===== config.mk =====
export PLATFORM = sky130hd
export DESIGN_NAME = div_hilo_ctrl
export DESIGN_NICKNAME = d
export VERILOG_FILES = /design/src/rtl/div_hilo_ctrl_pkg.sv /design/src/rtl/div_hilo_ctrl_hilo_reg.sv /design/src/rtl/div_hilo_ctrl.sv
export SDC_FILE = /design/constraint.sdc
export NUM_CORES = 1
export LEC_CHECK = 0
export ABC_CLOCK_PERIOD_IN_PS = 1940
export CAP_MARGIN = 20
export CORE_UTILIZATION = 30
export DETAILED_ROUTE_END_ITERATION = 8
export GPL_ROUTABILITY_DRIVEN = 0
export SKIP_LAST_GASP = 1
export SLEW_MARGIN = 20
export SYNTH_ARGS = -nofsm -noshare
export SYNTH_HDL_FRONTEND = slang
export SYNTH_SLANG_ARGS = --single-unit

===== constraint.sdc =====
create_clock -name clock -period 1.94 [get_ports clock]
set_input_delay 0.194 -clock clock [delete_from_list [all_inputs] [get_ports clock]]
set_output_delay 0.194 -clock clock [all_outputs]
set_load 0.02 [all_outputs]

===== src/rtl/div_hilo_ctrl_pkg.sv =====
// div_hilo_ctrl_pkg: shared word width and FSM state constants for the HI/LO divide controller
package div_hilo_ctrl_pkg;
    localparam int WORD_W = 32;
    typedef logic [1:0] state_t;
    localparam state_t IDLE    = 2'd0;
    localparam state_t SETTLE  = 2'd1;
    localparam state_t CAPTURE = 2'd2;
    function automatic logic is_idle(input state_t s);
        return s == IDLE;
    endfunction
endpackage


===== src/rtl/div_hilo_ctrl_hilo_reg.sv =====
// hilo_reg: HI/LO register pair with per-half write enables, one shared write word and a divide-result load
module hilo_reg
    import div_hilo_ctrl_pkg::*;
(
    input  logic              clock,
    input  logic              clear_n,
    input  logic              hi_we,
    input  logic              lo_we,
    input  logic [WORD_W-1:0] wr_data,
    input  logic              load,
    input  logic [WORD_W-1:0] load_hi,
    input  logic [WORD_W-1:0] load_lo,
    output logic [WORD_W-1:0] hi,
    output logic [WORD_W-1:0] lo
);
    // divide result load takes priority over direct moves to HI/LO
    always_ff @(posedge clock or negedge clear_n) begin
        if (!clear_n) begin
            hi <= '0;
            lo <= '0;
        end else if (load) begin
            hi <= load_hi;
            lo <= load_lo;
        end else begin
            if (hi_we) hi <= wr_data;
            if (lo_we) lo <= wr_data;
        end
    end
endmodule


===== src/rtl/div_hilo_ctrl.sv =====
// div_hilo_ctrl: sequences an external combinational signed divider and stores its result in HI/LO
module div_hilo_ctrl
    import div_hilo_ctrl_pkg::*;
#(
    parameter int DIV_CYCLES = 4
) (
    input  logic              clock,
    input  logic              clear_n,
    input  logic              start,
    input  logic [WORD_W-1:0] dividend_in,
    input  logic [WORD_W-1:0] divisor_in,
    output logic [WORD_W-1:0] op_a,
    output logic [WORD_W-1:0] op_b,
    input  logic [WORD_W-1:0] quot_in,
    input  logic [WORD_W-1:0] rem_in,
    input  logic              hi_wr,
    input  logic              lo_wr,
    input  logic [WORD_W-1:0] wr_data,
    output logic [WORD_W-1:0] hi_out,
    output logic [WORD_W-1:0] lo_out,
    output logic              busy,
    output logic              done,
    output logic              div_by_zero
);
    localparam logic [3:0] CNT_INIT = 4'(DIV_CYCLES - 1);

    state_t     state;
    logic [3:0] cnt;
    logic       idle;

    assign idle = is_idle(state);

    // FSM: accept a start in IDLE, count down settle cycles, then capture one cycle later
    always_ff @(posedge clock or negedge clear_n) begin
        if (!clear_n) begin
            state       <= IDLE;
            cnt         <= '0;
            op_a        <= '0;
            op_b        <= '0;
            busy        <= 1'b0;
            done        <= 1'b0;
            div_by_zero <= 1'b0;
        end else begin
            done <= 1'b0;
            if (idle && start) begin
                op_a        <= dividend_in;
                op_b        <= divisor_in;
                cnt         <= CNT_INIT;
                state       <= SETTLE;
                busy        <= 1'b1;
                div_by_zero <= divisor_in == '0;
            end else if (state == SETTLE) begin
                cnt   <= (cnt == 4'd0) ? cnt : cnt - 4'd1;
                state <= (cnt == 4'd0) ? CAPTURE : SETTLE;
            end else if (state == CAPTURE) begin
                done  <= 1'b1;
                busy  <= 1'b0;
                state <= IDLE;
            end else if (!idle) begin
                busy  <= 1'b0;
                state <= IDLE;
            end
        end
    end

    hilo_reg u_hilo (
        .clock   (clock),
        .clear_n (clear_n),
        .hi_we   (hi_wr && idle),
        .lo_we   (lo_wr && idle),
        .wr_data (wr_data),
        .load    (state == CAPTURE),
        .load_hi (rem_in),
        .load_lo (quot_in),
        .hi      (hi_out),
        .lo      (lo_out)
    );
endmodule


==> results.md <==
* Overall routing resource usage at between 10% and 20%
* Most frequent cells in the layout: clkdlybuf4s50_1 (294), dfrtp_1 (137), nand2_1 (70)
* Root Buffer: clkbuf_16
* LEAKAGE at between 4 and 5 nW
* Synth Area in XOR/XNOR at less than 1%
* Slowest-stage cell, CP: dfrtp_1
* Startpoint Class: register
* Post-route DRC at 0
* GRT Residual Overflow at 0
* Post-placement cell count at 1,009
* Final Cell Area at approximately 10000 um^2
* Antenna violations before repair at 0
* Fin. max-slew vios at 0
* # clock sinks at between 100 and 150
* Adder-cell area share of the yosys netlist at 0.851%
* Diodes inserted at 0
* Area growth syn-to-layout at 66.6%
* Post-Syn Instances at ~470
* Total power at 0.0163 W
* Mapped Area at roughly 5900 um^2
* Cell count of the worst reg-to-reg path at 5
* Clock skew at between 0.007 and 0.008 ns
* Die area at 20,200 um^2
* Post-Layout Cell Count at roughly 1,000
* Synth Area in Compound Gates at between 6 and 7%
* Worst min path class: input port to async pin
* Worst-Skew Late Latency at around 0.4 ns
* Max-Cap Viols at 0
* Top cells by area, synth: dfrtp_1 (58%), mux2i_1 (11%), mux2_2 (9.2%), o21ai_0 (5.5%), nand2_1 (4.5%)
* Net switching power at 0.00592 W
* Final Critical Period at between 1.5 and 2 ns
* Synth top area share at about three fifths
* Initial Util at a little under a third
* Worst Path Max Fanout at 37
* Post_cts resized at 0
* Layout cell share with drive strength beyond 1 at between 10% and 20%
* Reg-to-Reg End: op_b[22]$_DFFE_PN0P_
* Largest family of logic cells by synthesized area: multiplexers
* Least-Margin Pin Slew at 0.430 ns
* F_max at 595 MHz
* Final WL at 17.0 mm
* Reg power frac at approximately 31%
* Die Height at approximately 140 um
* Final cycle utilization of the critical path at 86.6%
* Library cells used by synthesis at 30
* First DRT Iteration DRCs at 106
* CP bufs+invs at 2
* Drt pass-1 iters at 4
* Area leader, netlist: dfrtp_1
* Worst R2R Start: state[0]$_DFFE_PN0P_
* Largest net degree at the start of global routing at 51
* Sw Share at 36.4%
* Width of the die at around 140 um
* Crit path largest cell delay at between 0.3 and 0.4 ns
* Ys Warns at 0
* Num ports at 296
* Rows at 50
* Wirelength per Cell at around 16 um
* H-tree levels at 4
* Status: finished clean
* Delay-heaviest family, CP: flip-flops
* Core area at ~19,000 um^2
* Crit path cell chain: inv_1 -> ha_1 -> nand2_2 -> buf_12 -> mux2_2
* CTS hold repair buffers at 1
* Flops & latches, synth at 137
* CP Capture Type: register
* Seq/Total Area, Yosys at 58.3%
* DP Area at a little over 9000 um^2
* Post-CTS Repair Setup Buffers at 0
* Clk pwr share at ~20%
* Hpwl dp at ~13 mm
* Syn Area/Cell at roughly 13 um^2
* Max transition margin at ~71%
* Arrival @ worst endpoint at around 2 ns
* Reg-to-reg setup timing slack at between 0.2 and 0.3 ns
* CTS tree: yes
* First-pass GRT wire length at about 27 mm
* Clock buffer depth at 2
* Final Hold Fails at 0
* Combinational share of power at roughly half
* Simple logic cell fraction of the synthesized area at under 10%
* Worst VDD drop at ~0.76 mV
* Syn Nets at roughly 640
* Number of nets in the layout at roughly 940
* Drt via density at ~4.5
* Cell Pwr Density at roughly 1700 nW/um^2
* Via count at between 4,000 and 5,000
* RSZ-0062 raised after global routing: false
* Commonest non-fill, non-tap cell in the layout: clkdlybuf4s50_1
* Setup-failing EPs final at 0
* Final ANT Viol Nets at 0
* Clock slew at reported path FFs at about 0.06 ns
* Post-synthesis mux area share at 24.2%
* Port buffer count at 295
* Final Core Density at 51.7%
* Req. time, crit path at roughly 2.2 ns
* CP Class: register to register
* Post-route setup TNS at 0 ns
* Num CTS Buffers at 17
* Internal at roughly 0.010 W
* Vias in the first global route at 5,073
==> state kept, by name, summed over array words and instances (netlist names) <==
| signal | count |
|---|---|
| op_a | 32 |
| op_b | 32 |
| u_hilo.hi | 32 |
| u_hilo.lo | 32 |
| cnt | 4 |
| state | 2 |
| busy | 1 |
| div_by_zero | 1 |
| done | 1 |
==> cell usage after synthesis <==
cell type / n
nor3_1: 1
nand4_1: 2
a21oi_2: 1
or3b_4: 1
o22a_1: 1
mux2_4: 16
ha_1: 4
buf_4: 5
a21oi_1: 2
o32ai_1: 1
o22ai_1: 1
o21ai_0: 65
dfrtp_1: 137
o31ai_1: 1
xnor2_1: 1
buf_2: 13
o211ai_1: 1
clkbuf_1: 5
mux2i_1: 64
nand2_2: 2
a22o_1: 1
mux2_2: 48
nand2_1: 70
xor2_1: 2
nand3_1: 2
buf_6: 3
inv_1: 8
buf_1: 2
a2bb2oi_1: 1
nor4_1: 8
==> power groups by stage <==
| stage | sequential, W | clock, W | combinational (W) |
|---|---|---|---|
| global placement | 0.00504 | 0 | 0.00793 |
| detailed placement | 0.00512 | 0 | 0.00808 |
| global route | 0.00527 | 0.00342 | 0.00852 |
| floorplan | 0.00671 | 0 | 0.00247 |
| CTS | 0.00510 | 0.00329 | 0.00810 |
| finish | 0.00508 | 0.00320 | 0.00798 |
==> stage by stage <==
step / hold slack, ns / setup WS (ns)
6_report: 0.269 / 0.260
5_1_grt: 0.292 / 0.137
4_1_cts: 0.272 / 0.247
3_5_place_dp: 0.145 / 0.249
3_3_place_gp: 0.138 / 0.294
2_1_floorplan: -0.102 / 0.383
==> routing by layer <==
| metal | vias up | global-route usage, % | share of wire, % | wire, um |
|---|---|---|---|---|
| met5 | - | 0 | 0 | 0 |
| met3 | 23 | 5.72 | 8.3 | 1410 |
| met2 | 179 | 30.8 | 51 | 8660 |
| li1 | 2243 | - | - | - |
| met4 | 0 | 6.85 | 1.9 | 329 |
| met1 | 2234 | 18.6 | 39 | 6600 |
==> logic make-up (layout without fill, tap and decap cells) <==
group	after synthesis	count (layout)
simple gates	86	86
mux	128	128
fa+ha+maj	4	4
buf+inv	36	349
compound gates	75	75
xor+xnor	3	3
flops	137	137
==> worst reg2reg max path, stage by stage (launching register included) <==
cell	delay [ns]
dfrtp_1	0.37
inv_1	0.10
ha_1	0.29
nand2_2	0.17
buf_12	0.24
mux2_2	0.40
==> worst max-delay path by stage <==
stage	startpoint	endpoint	slack, ns	cells past startpoint
2_1_floorplan	state[0]$_DFFE_PN0P_	op_b[0]$_DFFE_PN0P_	0.38	7
3_3_place_gp	state[0]$_DFFE_PN0P_	op_b[17]$_DFFE_PN0P_	0.29	5
3_5_place_dp	state[0]$_DFFE_PN0P_	op_a[2]$_DFFE_PN0P_	0.25	5
4_1_cts	state[0]$_DFFE_PN0P_	op_b[24]$_DFFE_PN0P_	0.25	5
5_1_grt	state[0]$_DFFE_PN0P_	u_hilo.hi[4]$_DFFE_PN0P_	0.14	5
6_report	state[0]$_DFFE_PN0P_	op_b[22]$_DFFE_PN0P_	0.26	5
==> layout make-up <==
class / count / area [um^2]
Timing Repair Buffer: 309 / 3150
Multi-Input combinational cell: 296 / 2280
Tap cell: 260 / 325
Inverter: 8 / 30.0
Sequential cell: 137 / 3430
Clock inverter: 14 / 149
Clock buffer: 18 / 439
Fill cell: 1677 / 9150
(Power assumes the default switching activity.)
